==> config.mk <==
export PLATFORM = sky130hd
export DESIGN_NAME = perf_counter_bank
export DESIGN_NICKNAME = d
export VERILOG_FILES = /design/src/rtl/perf_pkg.sv /design/src/rtl/perf_counter_cell.sv /design/src/rtl/perf_counter_bank.sv
export SDC_FILE = /design/constraint.sdc
export NUM_CORES = 1
export LEC_CHECK = 0
export ABC_AREA = 1
export CORE_MARGIN = 5
export CORE_UTILIZATION = 55
export DETAILED_ROUTE_END_ITERATION = 10
export PLACE_DENSITY = 0.76
export SYNTH_ARGS = -nofsm -noshare
export SYNTH_HDL_FRONTEND = slang
export SYNTH_SLANG_ARGS = --single-unit
==> constraint.sdc <==
create_clock -name clk -period 2.2 [get_ports clk]
set_input_delay 0.44 -clock clk [delete_from_list [all_inputs] [get_ports clk]]
set_output_delay 0.44 -clock clk [all_outputs]
set_load 0.02 [all_outputs]
==> src/rtl/perf_pkg.sv <==
// Shared definitions for the performance counter bank: controller state
// encoding, default halt syscall code and default channel assignments.
package perf_pkg;

    typedef enum logic {
        PC_RUN    = 1'b0,
        PC_HALTED = 1'b1
    } pc_state_t;

    localparam logic [31:0] PERF_HALT_CODE = 32'd10;

    localparam int unsigned CH_CYCLE  = 0;
    localparam int unsigned CH_BRANCH = 1;
    localparam int unsigned CH_JMP    = 2;

endpackage

==> src/rtl/perf_counter_cell.sv <==
// One event counter: increment on enable, synchronous soft clear,
// wrap-to-zero or saturate at all-ones, and a sticky overflow flag.
module perf_counter_cell #(
    parameter int unsigned CNT_W    = 32,
    parameter int unsigned SAT_MODE = 0
) (
    input  logic             clk,
    input  logic             clr_n,
    input  logic             i_soft_clr,
    input  logic             i_inc,
    output logic [CNT_W-1:0] o_cnt,
    output logic             o_ovf
);

    logic [CNT_W-1:0] r_cnt;
    logic             r_ovf;

    always_ff @(posedge clk or negedge clr_n) begin
        if (!clr_n) begin
            r_cnt <= '0;
            r_ovf <= 1'b0;
        end else if (i_soft_clr) begin
            r_cnt <= '0;
            r_ovf <= 1'b0;
        end else if (i_inc) begin
            if (&r_cnt) begin
                // Overflowing increment: flag is sticky, value wraps or holds.
                r_ovf <= 1'b1;
                r_cnt <= (SAT_MODE != 0) ? r_cnt : '0;
            end else begin
                r_cnt <= r_cnt + CNT_W'(1);
            end
        end
    end

    assign o_cnt = r_cnt;
    assign o_ovf = r_ovf;

endmodule

==> src/rtl/perf_counter_bank.sv <==
// Bank of N_CH event counters with halt-on-exit-syscall, soft clear and a
// muxed readout. Define PERF_CNT_SNAPSHOT_EN to read coherent snapshots.
module perf_counter_bank
    import perf_pkg::*;
#(
    parameter int unsigned N_CH      = 3,
    parameter int unsigned CNT_W     = 32,
    parameter int unsigned SAT_MODE  = 0,
    parameter logic [31:0] HALT_CODE = PERF_HALT_CODE,
    parameter int unsigned SEL_W     = (N_CH > 1) ? $clog2(N_CH) : 1
) (
    input  logic             clk,
    input  logic             clr_n,
    input  logic             soft_clr,
    input  logic [N_CH-1:0]  ev,
    input  logic             syscall,
    input  logic [31:0]      sys_code,
    input  logic             resume,
    input  logic             snap,
    input  logic [SEL_W-1:0] sel,
    output logic [CNT_W-1:0] rd_data,
    output logic [N_CH-1:0]  ovf,
    output logic             halted
);

    pc_state_t        r_state;
    logic             r_halted;
    logic             w_run;
    logic [CNT_W-1:0] w_cnt [N_CH];
    logic [CNT_W-1:0] w_rd;

    always_ff @(posedge clk or negedge clr_n) begin
        if (!clr_n) begin
            r_state  <= PC_RUN;
            r_halted <= 1'b0;
        end else if (soft_clr) begin
            r_state  <= PC_RUN;
            r_halted <= 1'b0;
        end else begin
            case (r_state)
                PC_RUN: begin
                    if (syscall && (sys_code == HALT_CODE)) begin
                        r_state  <= PC_HALTED;
                        r_halted <= 1'b1;
                    end
                end
                PC_HALTED: begin
                    if (resume) begin
                        r_state  <= PC_RUN;
                        r_halted <= 1'b0;
                    end
                end
                default: begin
                    r_state  <= PC_RUN;
                    r_halted <= 1'b0;
                end
            endcase
        end
    end

    // Counting keys off the pre-edge state: the exit syscall edge still counts,
    // the resume edge does not.
    assign w_run = (r_state == PC_RUN);

    for (genvar g = 0; g < N_CH; g++) begin : g_cell
        perf_counter_cell #(
            .CNT_W    (CNT_W),
            .SAT_MODE (SAT_MODE)
        ) u_cell (
            .clk        (clk),
            .clr_n      (clr_n),
            .i_soft_clr (soft_clr),
            .i_inc      (w_run & ev[g]),
            .o_cnt      (w_cnt[g]),
            .o_ovf      (ovf[g])
        );
    end

`ifdef PERF_CNT_SNAPSHOT_EN
    logic [CNT_W-1:0] r_shadow [N_CH];

    always_ff @(posedge clk or negedge clr_n) begin
        if (!clr_n) begin
            for (int unsigned i = 0; i < N_CH; i++) r_shadow[i] <= '0;
        end else if (soft_clr) begin
            for (int unsigned i = 0; i < N_CH; i++) r_shadow[i] <= '0;
        end else if (snap) begin
            for (int unsigned i = 0; i < N_CH; i++) r_shadow[i] <= w_cnt[i];
        end
    end
`else
    logic w_unused_snap;
    assign w_unused_snap = snap;
`endif

    always_comb begin
        w_rd = '0;
        for (int unsigned i = 0; i < N_CH; i++) begin
            if (sel == SEL_W'(i)) begin
`ifdef PERF_CNT_SNAPSHOT_EN
                w_rd = r_shadow[i];
`else
                w_rd = w_cnt[i];
`endif
            end
        end
    end

    assign rd_data = w_rd;
    assign halted  = r_halted;

endmodule

==> results of run 1 <==
## what timing repair did
action                     CTS  global route
cloned                       1             0
resized for setup           96             4
setup endpoints to repair   32            39
## worst paths after layout
kind,slack (ns),from,depth (start not counted),to
setup reg to reg,0.16,g_cell[0].u_cell.o_cnt[1],9,g_cell[0].u_cell.o_cnt[20]
max in group asynchronous,1.58,clr_n,2,g_cell[2].u_cell.o_cnt[17]
setup / recovery,0.08,sel[1],7,rd_data[7]
hold / removal,0.02,clr_n,1,halted
hold reg to reg,0.50,g_cell[1].u_cell.o_ovf,2,g_cell[1].u_cell.o_ovf
min in group clk,0.50,g_cell[1].u_cell.o_ovf,2,g_cell[1].u_cell.o_ovf
## Yosys cell counts, types with 3 or more instances
library cell    n  share of area [%]
nand2_1       347                 20
nor2_1        223                 13
dfrtp_1       101                 38
nand3_1        92                7.0
inv_1          87                4.9
xor2_1         31                4.1
xnor2_1        20                2.6
nand4_1        17                1.6
a21oi_1        14                1.1
clkbuf_1       10               0.57
nor3_1         10               0.76
buf_4           7               0.79
nor2_2          7               0.66
buf_2           5               0.38
o21ai_0         5               0.38
ha_1            3               0.57
nand2_2         3               0.28
nor2_4          3               0.51
nor3b_1         3               0.34
o21bai_1        3               0.34
## stage by stage
step           instances  setup slack, ns
3_5_place_dp        1232           -0.509
5_1_grt             1248          0.00914
6_report            1248           0.0753
4_1_cts             1248           0.0375
2_1_floorplan       1011            0.557
3_3_place_gp        1232           -0.498
## worst max-delay path: stages
cell	delay, ns
dlygate4sd2_1	0.28
inv_1	0.10
nor2_4	0.15
bufbuf_16	0.31
nand2_1	0.05
nand3_1	0.07
clkdlybuf4s15_2	0.27
## logic make-up (layout without fill, tap and decap cells)
| logic type | count (synthesis) | count (layout) | share of synthesized area (%) |
|---|---|---|---|
| buffers and inverters | 113 | 203 | 7.12 |
| XOR/XNOR | 51 | 51 | 6.74 |
| AND/OR/NAND/NOR | 713 | 713 | 44.8 |
| adder cells (fa/ha/maj) | 3 | 3 | 0.567 |
| AO/OA/AOI/OAI | 30 | 30 | 2.65 |
| flip-flops | 101 | 101 | 38.2 |
## final cells by class
class	count	share of cell area [%]
Inverter	89	4.15
Multi-Input combinational cell	797	45.3
Clock inverter	4	0.591
Tap cell	147	2.29
Sequential cell	101	31.4
Clock buffer	11	3.14
Timing Repair Buffer	99	13.1
## power by group through the flow
stage                     combinational [uW]  sequential, uW  clock (uW)
after detailed placement                 328            1930           0
after global routing                     369            1890        1720
final                                    335            1890        1610
after CTS                                337            1890        1640
after floorplan                          139            1920           0
after global placement                   324            1930           0
## registers in the layout, indices dropped and copies added (netlist names)
signal,flops
g_cell.u_cell.o_cnt,96
halted,1
r_state,1
g_cell.u_cell.o_ovf,3
## routing by layer
| layer | GRT usage, % | share of wire (%) | up-vias |
|---|---|---|---|
| met3 | 7.49 | 8.0 | 49 |
| met4 | 10.2 | 3.3 | 0 |
| met5 | 0 | 0 | - |
| met2 | 46.6 | 47 | 258 |
| met1 | 35.7 | 42 | 3099 |
| li1 | - | - | 3314 |
## cell usage in the layout, fill, tap and decap left out, types with 2 or more instances in the layout
cell type and count:
nand4_1 17, dfrtp_1 101, nand2_1 346, o21ai_0 5, clkdlybuf4s50_1 42, nor2_4 4
clkbuf_8 2, nand3b_1 2, o21ai_1 2, buf_12 6, ha_1 2, o22ai_1 2
o21ai_2 2, inv_2 2, nor3_1 10, clkbuf_16 9, xor2_1 31, nor2_1 220
o21bai_1 3, clkdlybuf4s15_2 27, nand2_2 4, a21oi_1 14, xnor2_1 20, clkinv_2 2
nand3_1 92, nor3b_1 3, clkdlybuf4s15_1 4, inv_1 87, buf_4 16, nor2_2 9
==> summary.md, run 1 <==
| Metric | Value |
|---|---|
| Status | completed |
| Relative slew slack | 72.3% |
| Fmax | 471 MHz |
| Pwr dens | 477 nW/um^2 |
| Worst setup EP type | output pin |
| GPL Wtd Cong | 0.997 |
| Skew final | 0.00641 ns |
| Post-synth EDFFs | 0 |
| Post-Syn Area | 6620 sq um |
| Net switching power | 882 uW |
| Area of the core | 11900 sq um |
| Crit Path Class | primary input to output pin |
| Ant. Diodes | 0 |
| Register Area | 2530 sq um |
| WP data required | 1.76 ns |
| DR WL/cell | 15.3 um |
| Mapped Cells | 1011 |
| Max cap viols | 0 |
| CTS Buf Count | 9 |
| 1st-iter DRT viols | 720 |
| Fillers | 1059 |
| Post-DP HPWL | 14.9 mm |
| Setup TNS | 0 ns |
| CTS tree | done |
| NumNets Final | 1143 |
| RSZ-0062 raised after global routing | false |
| Sw frac | 23.0% |
| P&R area growth vs syn | 21.4% |
| Clock Tree Buf Depth | 2 |
| Logic pwr share | 8.7% |
| Pre-antenna DRT Iters | 6 |
| Startpoint Class | primary input |
| Largest net degree at the start of global routing | 47 |
| Worst-Margin Slew | 0.414 ns |
| Root Buffer | clkbuf_16 |
| DRT Wirelength | 19.1 mm |
| Clk slew on worst S/H paths | 0.06 ns |
| First-pass GRT wire length | 32.1 mm |
| Final critical-path share of the clock period | 96.6% |
| CTS H-Tree Depth | 3 |
| WP data arrival | 1.68 ns |
| Yosys warning total | 0 |
| Final Cell Area | 8040 sq um |
| Syn_nets | 1057 |
| Via/cell ratio | 5.38 |
| Final hold violations | 0 |
| Ys flop type | dfrtp_1 |
| Num ports | 79 |
| Post-route DRC | 0 |
| Post-DRT Antenna Nets | 0 |
| Die width | 120 um |
| Avg Cell Area, Syn | 6.55 sq um |
| Starting Density | 55.6% |
| Dpl cell area | 7680 sq um |
| Cell-internal power | 2950 uW |
| Max FO, Critical Path | 16 |
| Final core utilization | 67.5% |
| Total congestion overflow | 0 |
| Clock Latency Late Sink | 0.35 ns |
| # rows | 40 |
| PortBufs | 77 |
| Sequential share of power | 49.4% |
| Gr usage total | 28.2% |
| Hold crit path type | primary input to async pin |
| Peak VDD IR | 514 uV |
| Worst hold margin | 0.0210 ns |
| Total number of vias | 6720 |
| Final Power | 3830 uW |
| Final Slew Violations | 0 |
| Async S/R FF share, synth | 100% |
| Synth Register Bits | 101 |
| Setup bufs post-CTS | 0 |
| Layout cells sized above 1 | 8.54% |
| Hold_buf cts | 0 |
| Die area | 14300 sq um |
| Seq/Total Area, Yosys | 38.2% |
| Die Height | 120 um |
| Library cells used by synthesis | 34 |
| Area of the multi-input gates | 3640 sq um |
| Initial antenna violation count | 0 |
| # clock sinks | 101 |
| LEAKAGE | 0.00350 uW |
| Final setup viols | 0 |
| Vias in the first global route | 6513 |
| Fin crit period | 2.12 ns |
| Clk network pwr share | 41.9% |
No activity file was read; power rests on OpenSTA's default activity.
==> inputs of run 2 (changes only) <==
CTS_CLUSTER_SIZE = 14   (was unset)
GPL_TIMING_DRIVEN = 0   (was unset)
SETUP_SLACK_MARGIN = 0.4   (was unset)
==> summary.md, run 2 (synthesis results as in run 1) <==
| Metric | Value |
|---|---|
| Register Area | 2550 sq um (+0.74%) |
| Met1 Use GR | 37.9% (+2.2 points) |
| Die Height | 120 um (unchanged) |
| Grt peak-use layer | met2 |
| Total congestion overflow | 0 (unchanged) |
| Hold crit path type | primary input to async pin |
| Peak VDD IR | 435 uV (-15%) |
| PortBufs | 77 (unchanged) |
| Layout cells sized above 1 | 17.8% (+9.3 points) |
| Startpoint Class | primary input |
| Clock Tree Buf Depth | 2 (unchanged) |
| NumNets Final | 1192 (+4.3%) |
| Number of flip-flops under the largest register name | 96 (unchanged) |
| Initial antenna violation count | 0 (unchanged) |
| Fin crit period | 1.80 ns (-0.328 ns) |
| Commonest non-fill, non-tap cell in the layout | nand2_1 |
| Starting Density | 55.6% (unchanged) |
| M3 GR Usage | 5.89% (-1.6 points) |
| GPL Wtd Cong | 0.946 (-5.1%) |
| Worst setup EP type | output pin |
| Relative slew slack | 60.7% (-12 points) |
| DR WL/cell | 15.7 um (+3.0%) |
| Status | completed |
| Placed instance count | 1236 (+0.32%) |
| Final hold violations | 0 (unchanged) |
| Root Buffer | clkbuf_16 |
| Max FO, Critical Path | 5 (-11) |
| Num ports | 79 (unchanged) |
| LEAKAGE | 0.00398 uW (+14%) |
| Die area | 14300 sq um (unchanged) |
| Total number of vias | 7014 (+4.4%) |
| First-pass GRT wire length | 32.2 mm (+0.45%) |
| RSZ-0062 raised after global routing | true |
| Clk slew on worst S/H paths | 0.06 ns (about the same) |
| Worst-Margin Slew | 0.589 ns (+0.175 ns) |
| Hold_buf cts | 0 (unchanged) |
| DRT Wirelength | 20.4 mm (+7.0%) |
| Post-DP HPWL | 14.7 mm (-1.2%) |
| Final Cell Area | 8670 sq um (+7.8%) |
| Final critical-path share of the clock period | 81.7% (-15 points) |
| Ant. Diodes | 0 (unchanged) |
| CTS tree | done |
| Crit Path Class | primary input to output pin |
| Worst hold margin | 0.0730 ns (+0.0520 ns) |
| Gr usage total | 28.6% (+0.37 points) |
| WP data required | 1.76 ns (about the same) |
| Final setup viols | 0 (unchanged) |
| Largest net degree at the start of global routing | 60 (+28%) |
| Area of the core | 11900 sq um (unchanged) |
| # rows | 40 (unchanged) |
| # clock sinks | 101 (unchanged) |
| Setup TNS | 0 ns (unchanged) |
| Post-DRT Antenna Nets | 0 (unchanged) |
| Pre-antenna DRT Iters | 6 (unchanged) |
| Final Instance Count excl. Fillers | 1297 (+3.9%) |
| 1st-iter DRT viols | 746 (+3.6%) |
| Dpl cell area | 7600 sq um (-0.98%) |
| Skew final | 0.0126 ns (+0.00617 ns) |
| M2 GR Usage | 45.9% (-0.67 points) |
| Fillers | 989 (-6.6%) |
| Vias in the first global route | 6504 (-0.14%) |
| Clock Latency Late Sink | 0.37 ns (+0.02 ns) |
| Via/cell ratio | 5.41 (+0.43%) |
| CTS Buf Count | 9 (unchanged) |
| Area of the multi-input gates | 3860 sq um (+6.1%) |
| Pwr dens | 463 nW/um^2 (-2.9%) |
| Final Power | 4010 uW (+4.6%) |
| Die width | 120 um (unchanged) |
| Commonest non-fill, non-tap cells in the layout | nand2_1, nor2_1, inv_1, dfrtp_1, nand3_1 |
| CTS H-Tree Depth | 3 (unchanged) |
| Final Slew Violations | 0 (unchanged) |
| Max cap viols | 0 (unchanged) |
| P&R area growth vs syn | 30.9% |
| Fmax | 557 MHz (+18%) |
| WP data arrival | 1.36 ns (-0.32 ns) |
| Post-route DRC | 0 (unchanged) |
## run 2: cell count changes in the layout (fill, tap and decap cells not counted), moves of 10 or more
cell / delta
buf_4: +36
buf_6: +31
clkdlybuf4s15_2: -27
nand3_1: -20
nand3_2: +19
dfrtp_1: -15
dfrtp_2: +15
nor2_1: -12
clkbuf_8: +10
## run 2: worst max-delay path, cell delays in order
cell and delay, ns:
buf_4 0.13, inv_1 0.08, nor2_4 0.11, buf_6 0.13, clkbuf_8 0.13, nand2_1 0.09, nand3_1 0.12, buf_6 0.12
## run 2: power breakdown
part | switching [uW] | total [uW] | internal [uW]
Clock | 711 | 1730 | 1020
Combinational | 212 | 398 | 186
Sequential | 12.9 | 1880 | 1870
Total | 936 | 4010 | 3080
## run 2: metal layers
layer | vias to the layer above | wire length [um]
met5 | - | 0
met3 | 57 | 1600
met2 | 311 | 9490
met4 | 0 | 698
met1 | 3245 | 8600
li1 | 3401 | -
## run 2: stage by stage
stage / util (%) / worst slack [ns]
6_report: 72.8 / 0.404
3_3_place_gp: 63.6 / -3.19
4_1_cts: 69.0 / 0.368
2_1_floorplan: - / 0.557
5_1_grt: 72.8 / 0.342
3_5_place_dp: 63.8 / -0.801
## run 2: worst paths after layout
path | cells past startpoint | start | slack (ns) | to
worst max-delay path | 8 | sel[0] | 0.40 | rd_data[19]
worst min-delay path | 1 | clr_n | 0.07 | g_cell[0].u_cell.o_ovf
worst max register to register | 9 | g_cell[2].u_cell.o_cnt[1] | 0.47 | g_cell[2].u_cell.o_cnt[3]
worst min register to register | 2 | g_cell[1].u_cell.o_ovf | 0.51 | g_cell[1].u_cell.o_ovf
max in group asynchronous | 2 | clr_n | 1.42 | g_cell[2].u_cell.o_cnt[19]
min in group clk | 2 | soft_clr | 0.42 | g_cell[2].u_cell.o_ovf
## run 2: repair_timing
action,CTS,global route
buffers inserted,12,26
gates cloned,7,1
endpoints found under the setup margin,115,124
endpoints found under the hold margin,0,0
pin swaps,3,12
gates resized for setup,229,91
## run 2: area by class of cell
class / instances / area share (%)
multi-input cells: 797 / 44.6
flip-flops and latches: 101 / 29.4
repair buffers: 124 / 13.7
inverters: 89 / 3.88
clock buffers: 11 / 2.80
plain buffers: 24 / 2.70
well taps: 147 / 2.12
clock inverters: 4 / 0.837
